**config.mk**
```make
export PLATFORM = sky130hd
export DESIGN_NAME = vga_timing_gen_flat
export DESIGN_NICKNAME = d
export VERILOG_FILES = /design/src/rtl/vga_pkg.sv /design/src/rtl/vga_if.sv /design/src/rtl/vga_timing_gen_pixel_tick.sv /design/src/rtl/vga_timing_gen.sv /design/src/flat_wrapper.sv
export SDC_FILE = /design/constraint.sdc
export NUM_CORES = 1
export LEC_CHECK = 0
export BUFFER_PORTS_ARGS = -buffer_cell sky130_fd_sc_hd__buf_4
export CELL_PAD_IN_SITES_DETAIL_PLACEMENT = 1
export CELL_PAD_IN_SITES_GLOBAL_PLACEMENT = 1
export CORE_MARGIN = 3
export CORE_UTILIZATION = 37
export CTS_CLUSTER_DIAMETER = 30
export DETAILED_ROUTE_END_ITERATION = 10
export PLACE_DENSITY_LB_ADDON = 0.1
export SYNTH_ARGS = -nofsm -noshare
export SYNTH_HDL_FRONTEND = slang
export SYNTH_SLANG_ARGS = --single-unit
export TNS_END_PERCENT = 20
```
**constraint.sdc**
```tcl
create_clock -name clk -period 2.7 [get_ports clk]
set_input_delay 0.27 -clock clk [delete_from_list [all_inputs] [get_ports clk]]
set_output_delay 0.27 -clock clk [all_outputs]
set_load 0.02 [all_outputs]
```
**src/rtl/vga_pkg.sv**
```systemverilog
// Shared VGA timing constants for the 640x480@60Hz raster.
// The renderers import this package for screen bounds.
package vga_pkg;

  localparam int COORD_W = 10;
  localparam int CLK_DIV = 2;

  localparam int H_ACTIVE = 640;
  localparam int H_FP     = 16;
  localparam int H_SYNC   = 96;
  localparam int H_BP     = 48;
  localparam int H_TOTAL  = H_ACTIVE + H_FP + H_SYNC + H_BP;
  localparam int HS_START = H_ACTIVE + H_FP;
  localparam int HS_END   = HS_START + H_SYNC;

  localparam int V_ACTIVE = 480;
  localparam int V_FP     = 10;
  localparam int V_SYNC   = 2;
  localparam int V_BP     = 33;
  localparam int V_TOTAL  = V_ACTIVE + V_FP + V_SYNC + V_BP;
  localparam int VS_START = V_ACTIVE + V_FP;
  localparam int VS_END   = VS_START + V_SYNC;

  typedef logic [COORD_W-1:0] coord_t;

  // True when lo <= v < hi.
  function automatic logic in_window(coord_t v, int lo, int hi);
    return (int'(v) >= lo) && (int'(v) < hi);
  endfunction

endpackage

```
**src/rtl/vga_if.sv**
```systemverilog
// Raster outputs of the timing generator.
// The generator drives them; renderers and the DAC pins consume them.
interface vga_if;
  import vga_pkg::*;

  coord_t x;
  coord_t y;
  logic   active_pixels;
  logic   vga_hs;
  logic   vga_vs;
  logic   vga_blank_n;
  logic   vga_sync_n;
  logic   vga_clk;
  logic   frame_tick;

  modport master (
    output x, y, active_pixels, vga_hs, vga_vs,
           vga_blank_n, vga_sync_n, vga_clk, frame_tick
  );

  modport slave (
    input x, y, active_pixels, vga_hs, vga_vs,
          vga_blank_n, vga_sync_n, vga_clk, frame_tick
  );
endinterface

```
**src/rtl/vga_timing_gen_pixel_tick.sv**
```systemverilog
// Divides the system clock down to the pixel rate.
// pix_en marks the last system clock of each pixel.
// pix_en_next marks the clock just before that one.
// vga_clk is low for the first half of the pixel and high for the second half.
module pixel_tick #(
  parameter int CLK_DIV = 2
) (
  input  logic clk,
  input  logic rst,
  output logic pix_en,
  output logic pix_en_next,
  output logic vga_clk
);

  localparam int DIV_W = $clog2(CLK_DIV);
  localparam logic [DIV_W-1:0] DIV_LAST = DIV_W'(CLK_DIV - 1);
  localparam logic [DIV_W-1:0] DIV_HALF = DIV_W'(CLK_DIV / 2);

  logic [DIV_W-1:0] div_q, div_d;
  logic             vga_clk_q, vga_clk_d;

  // Next divider count, plus the pixel clock phase that goes with that count.
  always_comb begin
    div_d     = div_q;
    vga_clk_d = vga_clk_q;
    if (div_q == DIV_LAST) begin
      div_d = '0;
    end else begin
      div_d = div_q + DIV_W'(1);
    end
    vga_clk_d = (div_d >= DIV_HALF);
  end

  // Divider register with synchronous reset.
  always_ff @(posedge clk) begin
    if (rst) begin
      div_q     <= '0;
      vga_clk_q <= 1'b0;
    end else begin
      div_q     <= div_d;
      vga_clk_q <= vga_clk_d;
    end
  end

  assign pix_en      = (div_q == DIV_LAST);
  assign pix_en_next = (div_d == DIV_LAST);
  assign vga_clk     = vga_clk_q;

endmodule

```
**src/rtl/vga_timing_gen.sv**
```systemverilog
// VGA raster timing generator: h/v scan counters with registered sync/blank decode.
// Every output is a flop, so x/y/active/syncs change on the same clock edge.
module vga_timing_gen
  import vga_pkg::*;
#(
  parameter int G_CLK_DIV  = CLK_DIV,
  parameter int G_H_ACTIVE = H_ACTIVE,
  parameter int G_H_FP     = H_FP,
  parameter int G_H_SYNC   = H_SYNC,
  parameter int G_H_BP     = H_BP,
  parameter int G_V_ACTIVE = V_ACTIVE,
  parameter int G_V_FP     = V_FP,
  parameter int G_V_SYNC   = V_SYNC,
  parameter int G_V_BP     = V_BP
) (
  input  logic   clk,
  input  logic   rst,
  vga_if.master  vga
);

  localparam int     HT     = G_H_ACTIVE + G_H_FP + G_H_SYNC + G_H_BP;
  localparam int     VT     = G_V_ACTIVE + G_V_FP + G_V_SYNC + G_V_BP;
  localparam int     HS_S   = G_H_ACTIVE + G_H_FP;
  localparam int     HS_E   = HS_S + G_H_SYNC;
  localparam int     VS_S   = G_V_ACTIVE + G_V_FP;
  localparam int     VS_E   = VS_S + G_V_SYNC;
  localparam coord_t H_LAST = coord_t'(HT - 1);
  localparam coord_t V_LAST = coord_t'(VT - 1);

  logic   pix_en, pix_en_next, vga_clk;
  coord_t h_q, h_d, v_q, v_d;
  logic   active_q, active_d;
  logic   hs_q, hs_d;
  logic   vs_q, vs_d;
  logic   tick_q, tick_d;

  pixel_tick #(.CLK_DIV(G_CLK_DIV)) u_pixel_tick (
    .clk         (clk),
    .rst         (rst),
    .pix_en      (pix_en),
    .pix_en_next (pix_en_next),
    .vga_clk     (vga_clk)
  );

  // Advance the scan position on each pixel and decode the outputs from the new
  // position, so the registered decode lines up with the registered counters.
  // frame_tick covers the final system clock of the last pixel of the frame.
  always_comb begin
    h_d      = h_q;
    v_d      = v_q;
    active_d = active_q;
    hs_d     = hs_q;
    vs_d     = vs_q;
    if (pix_en) begin
      if (h_q == H_LAST) begin
        h_d = '0;
        if (v_q == V_LAST) begin
          v_d = '0;
        end else begin
          v_d = v_q + coord_t'(1);
        end
      end else begin
        h_d = h_q + coord_t'(1);
      end
      active_d = in_window(h_d, 0, G_H_ACTIVE) && in_window(v_d, 0, G_V_ACTIVE);
      hs_d     = !in_window(h_d, HS_S, HS_E);
      vs_d     = !in_window(v_d, VS_S, VS_E);
    end
    tick_d = pix_en_next && (h_d == H_LAST) && (v_d == V_LAST);
  end

  // Counter and output registers; reset drops any sync pulse or tick in flight.
  always_ff @(posedge clk) begin
    if (rst) begin
      h_q      <= '0;
      v_q      <= '0;
      active_q <= 1'b0;
      hs_q     <= 1'b1;
      vs_q     <= 1'b1;
      tick_q   <= 1'b0;
    end else begin
      h_q      <= h_d;
      v_q      <= v_d;
      active_q <= active_d;
      hs_q     <= hs_d;
      vs_q     <= vs_d;
      tick_q   <= tick_d;
    end
  end

  assign vga.x             = h_q;
  assign vga.y             = v_q;
  assign vga.active_pixels = active_q;
  assign vga.vga_blank_n   = active_q;
  assign vga.vga_hs        = hs_q;
  assign vga.vga_vs        = vs_q;
  assign vga.vga_sync_n    = 1'b0;
  assign vga.vga_clk       = vga_clk;
  assign vga.frame_tick    = tick_q;

endmodule

```
**src/flat_wrapper.sv**
```systemverilog
// flat-port wrapper written by rule: the top's interface ports become plain ports
module vga_timing_gen_flat import vga_pkg::*;
#(
  parameter int G_CLK_DIV  = CLK_DIV,
  parameter int G_H_ACTIVE = H_ACTIVE,
  parameter int G_H_FP     = H_FP,
  parameter int G_H_SYNC   = H_SYNC,
  parameter int G_H_BP     = H_BP,
  parameter int G_V_ACTIVE = V_ACTIVE,
  parameter int G_V_FP     = V_FP,
  parameter int G_V_SYNC   = V_SYNC,
  parameter int G_V_BP     = V_BP
)
  (clk, rst, vga_x, vga_y, vga_active_pixels, vga_vga_hs, vga_vga_vs, vga_vga_blank_n, vga_vga_sync_n, vga_vga_clk, vga_frame_tick);
  vga_if vga_i ();
  input  logic clk;
  input  logic rst;
  output wire logic [$bits(vga_i.x)-1:0] vga_x;
  output wire logic [$bits(vga_i.y)-1:0] vga_y;
  output wire logic [$bits(vga_i.active_pixels)-1:0] vga_active_pixels;
  output wire logic [$bits(vga_i.vga_hs)-1:0] vga_vga_hs;
  output wire logic [$bits(vga_i.vga_vs)-1:0] vga_vga_vs;
  output wire logic [$bits(vga_i.vga_blank_n)-1:0] vga_vga_blank_n;
  output wire logic [$bits(vga_i.vga_sync_n)-1:0] vga_vga_sync_n;
  output wire logic [$bits(vga_i.vga_clk)-1:0] vga_vga_clk;
  output wire logic [$bits(vga_i.frame_tick)-1:0] vga_frame_tick;
  assign vga_x = vga_i.x;
  assign vga_y = vga_i.y;
  assign vga_active_pixels = vga_i.active_pixels;
  assign vga_vga_hs = vga_i.vga_hs;
  assign vga_vga_vs = vga_i.vga_vs;
  assign vga_vga_blank_n = vga_i.vga_blank_n;
  assign vga_vga_sync_n = vga_i.vga_sync_n;
  assign vga_vga_clk = vga_i.vga_clk;
  assign vga_frame_tick = vga_i.frame_tick;
  vga_timing_gen #(.G_CLK_DIV(G_CLK_DIV), .G_H_ACTIVE(G_H_ACTIVE), .G_H_FP(G_H_FP), .G_H_SYNC(G_H_SYNC), .G_H_BP(G_H_BP), .G_V_ACTIVE(G_V_ACTIVE), .G_V_FP(G_V_FP), .G_V_SYNC(G_V_SYNC), .G_V_BP(G_V_BP)) u_core (.clk(clk), .rst(rst), .vga(vga_i));
endmodule
```
==> run summary <==
================================================================================
Total internal power ..............................................       503 uW
Switching power as a share of total power .........................        0.253
Endpoint type of the worst setup path .............................     register
Async SR Flop Fraction ............................................            0
Die Span Y ........................................................      74.4 um
Post-synth design cell area .......................................   1730 sq um
Total clock sinks .................................................           25
Global placer's final weighted congestion .........................        0.889
Worst Path Class, Setup ...........................................      reg2reg
Reg-to-Reg End .................................................... u_core.vga.vga_vs$_SDFFE_PP1P_
Via total after detailed routing ..................................         1804
Worst Path Arrival ................................................      2.65 ns
Worst slew margin .................................................        0.666
Syn nets ..........................................................          234
Leading post-synthesis cells by cell area ......................... sky130_fd_sc_hd__dfxtp_1, sky130_fd_sc_hd__nor2_1, sky130_fd_sc_hd__xor2_1
Placed cell areas .................................................   2030 sq um
Average routed wire per standard cell .............................      17.2 um
Hold path endpoint ................................................ u_core.vga.y[2]$_SDFF_PP0_
Via count of the first global-routing pass ........................         1705
Hold Startpoint ...................................................          rst
Fraction of layout instances using a drive strength above 1 .......        0.218
Synth top cells by count .......................................... sky130_fd_sc_hd__nor2_1, sky130_fd_sc_hd__dfxtp_1, sky130_fd_sc_hd__nand2_1, sky130_fd_sc_hd__clkbuf_1, sky130_fd_sc_hd__o21ai_0
Buffers inserted by post-CTS timing repair ........................            0
Largest area contributor in the netlist ........................... sky130_fd_sc_hd__dfxtp_1
Final setup violation count .......................................            0
Maximum number of pins on one net before global-route repair ......           23
Antenna violations before repair ..................................            0
LEAKAGE ...........................................................     0.746 nW
Die width .........................................................      74.4 um
Slack of the worst reg-to-reg path ................................      0.22 ns
IO Pins ...........................................................           29
Worst min-delay path class ........................................       in2reg
Peak fanout along the critical path ...............................            7
First drt pass iteration count ....................................            4
Maximum vdd drop ..................................................       158 uV
Die outline area ..................................................   5530 sq um
Critical Path Source .............................................. u_core.vga.x[6]$_SDFF_PP0_
Average cell area after synthesis .................................   7.55 sq um
Number of enable-type register cells in the synthesized netlist ...            0
Cells on Worst Hold Path ..........................................            2
# resized after CTS ...............................................            0
Site Rows .........................................................           24
Clock tree root buffer cell ....................................... sky130_fd_sc_hd__clkbuf_8
Total power divided by cell area ..................................  325 nW/um^2
Core area .........................................................   4440 sq um
Share of the yosys chip area belonging to registers ...............        0.289
Fmax ..............................................................    0.403 GHz
IO buf count ......................................................           27
Worst reg2reg path depth ..........................................            5
Launch point of the worst reg-to-reg path ......................... u_core.vga.x[6]$_SDFF_PP0_
Max Clock Skew ....................................................   0.00528 ns
Number of filler instances in the final layout ....................          562
Total Routing Usage GR ............................................        0.203
Main synth FF type ................................................ sky130_fd_sc_hd__dfxtp_1
Number of violations of the max-capacitance limit .................            0
Required time at the worst-slack endpoint .........................      2.87 ns
Count of distinct cell types in the synthesized netlist ...........           53
Diode insertion count for antenna repair ..........................            0
Final Routed Wirelength ...........................................      5330 um
Clk slew on worst S/H paths .......................................      0.10 ns
Post-detailed-route via-to-cell ratio .............................         5.84
Unrepaired setup endpoints after global routing ...................           no
Total of flip-flops plus latches after synthesis ..................           25
Final clock period utilization by the worst path ..................        0.918
Deepest clock path buffer count ...................................            2
Fraction of synthesized cell area taken by the top area cell type .        0.289
Dominant cell by count in the synthesized netlist ................. sky130_fd_sc_hd__nor2_1
Share of power burned in the clock network ........................        0.351
Crit path launch type .............................................     register
Yosys warning count ...............................................            0
Gate power share ..................................................        0.088
Clock insertion delay at the later pin of the skew report .........      0.28 ns
Wire length of the first global-routing pass ......................      8670 um
Setup total negative slack ........................................         0 ns
Final instance area ...............................................   2070 sq um
Layout Area Growth over Synthesis .................................        20.0%
Antenna Nets Post-Route ...........................................            0
Net Switching .....................................................       171 uW
CTS hold repair buffers ...........................................            0
Half-perimeter wire length after detailed placement ...............      4090 um
Final Net Count ...................................................          263
DRC violation count after routing .................................            0
TritonCTS clock tree ..............................................         done
H-tree level count ................................................            1
Initial cell density of the core ..................................        0.389
Transition at the pin with the smallest max-transition slack ......     0.488 ns
Number of instances in the synthesized netlist ....................          229
Residual overflow from global routing .............................            0
DRC violation total after the first TritonRoute iteration .........          107
Hold violation count in the final report ..........................            0
Number of buffers added by the clock tree synthesis step ..........            3
Sequential Power Share ............................................        0.561
Tmin final ........................................................      2.48 ns
Outcome ........................................................... complete, no violations
Pins Over Slew Limit ..............................................            0
================================================================================
[kinds of logic (layout without fill, tap and decap cells)]
| kind of cell | after synthesis | count (layout) | share of synthesized area |
|---|---|---|---|
| buffers and inverters | 26 | 54 | 0.0658 |
| adder cells (fa/ha/maj) | 3 | 3 | 0.0217 |
| other | 1 | 1 | 0.00217 |
| multiplexers | 1 | 1 | 0.00579 |
| AND/OR/NAND/NOR | 110 | 110 | 0.345 |
| XOR/XNOR | 15 | 15 | 0.0760 |
| AO/OA/AOI/OAI | 48 | 48 | 0.194 |
| flip-flops | 25 | 25 | 0.289 |
[sequential cells by signal, summed over array words and instances, names as in the netlist]
name	cells
u_core.u_pixel_tick.pix_en	1
u_core.vga.active_pixels	1
u_core.vga.frame_tick	1
u_core.vga.vga_hs	1
u_core.vga.vga_vs	1
u_core.vga.x	10
u_core.vga.y	10
[area by class of cell]
class,count,area [sq um],area share
flip-flops and latches,25,500,0.241
repair buffers,43,323,0.156
inverters,7,26.3,0.0127
well taps,52,65.1,0.0314
clock buffers,4,45.0,0.0217
multi-input cells,178,1110,0.537
[cells in the final DEF, fill, tap and decap left out, drive strengths merged, types with 2 or more instances in the layout]
master	n
a2111oi	2
a211oi	2
a21o	2
a21oi	7
a22oi	2
a311oi	3
and3	3
buf	43
clkbuf	4
dfxtp	25
ha	3
inv	7
nand2	18
nand2b	2
nand3	10
nand3b	3
nand4	6
nor2	31
nor2b	5
nor3	9
nor3b	2
nor4	7
o2111ai	2
o211ai	4
o21a	3
o21ai	11
o31ai	2
o32a	2
or2	5
or3	3
or4	2
xnor2	7
xor2	8
[worst max-delay path by stage]
stage,endpoint,slack (ns),cells past startpoint
finish,u_core.vga.vga_vs$_SDFFE_PP1P_,0.22,5
global route,u_core.vga.frame_tick$_SDFF_PP0_,0.03,6
CTS,u_core.vga.vga_vs$_SDFFE_PP1P_,0.23,5
detailed placement,u_core.vga.vga_vs$_SDFFE_PP1P_,0.24,5
global placement,u_core.vga.frame_tick$_SDFF_PP0_,0.25,8
floorplan,u_core.vga.vga_vs$_SDFFE_PP1P_,0.15,6
[layer usage]
layer,track usage,wire length (um),up-vias
met3,0.0297,194,4
met1,0.296,2720,883
met2,0.310,2350,41
li1,-,-,876
met4,0.0593,64,0
met5,0,0,-
[power groups by stage]
stage | Clock, mW | Combinational, mW | Sequential (mW)
global route | 0.260 | 0.0640 | 0.378
CTS | 0.246 | 0.0595 | 0.378
detailed placement | 0 | 0.0596 | 0.386
finish | 0.237 | 0.0591 | 0.378
floorplan | 0 | 0.0285 | 0.394
global placement | 0 | 0.0598 | 0.386
[metrics by stage]
step	setup slack (ns)	utilization	hold slack (ns)	power, mW	instances
after CTS	0.226	0.467	0.340	0.683	309
final	0.222	0.467	0.335	0.673	309
after global placement	0.249	0.457	0.474	0.446	305
after global routing	0.0295	0.467	0.344	0.702	309
after floorplan	0.149	-	0.475	0.423	229
after detailed placement	0.236	0.457	0.478	0.446	305
[worst max-delay path, stage by stage, from the launching register on]
cell                      delay, ns
sky130_fd_sc_hd__dfxtp_1       0.38
sky130_fd_sc_hd__or2_0         0.34
sky130_fd_sc_hd__or4_4         0.62
sky130_fd_sc_hd__or4b_4        0.53
sky130_fd_sc_hd__a21o_1        0.17
sky130_fd_sc_hd__o32a_1        0.33
Power figures use the tool's default switching activity.
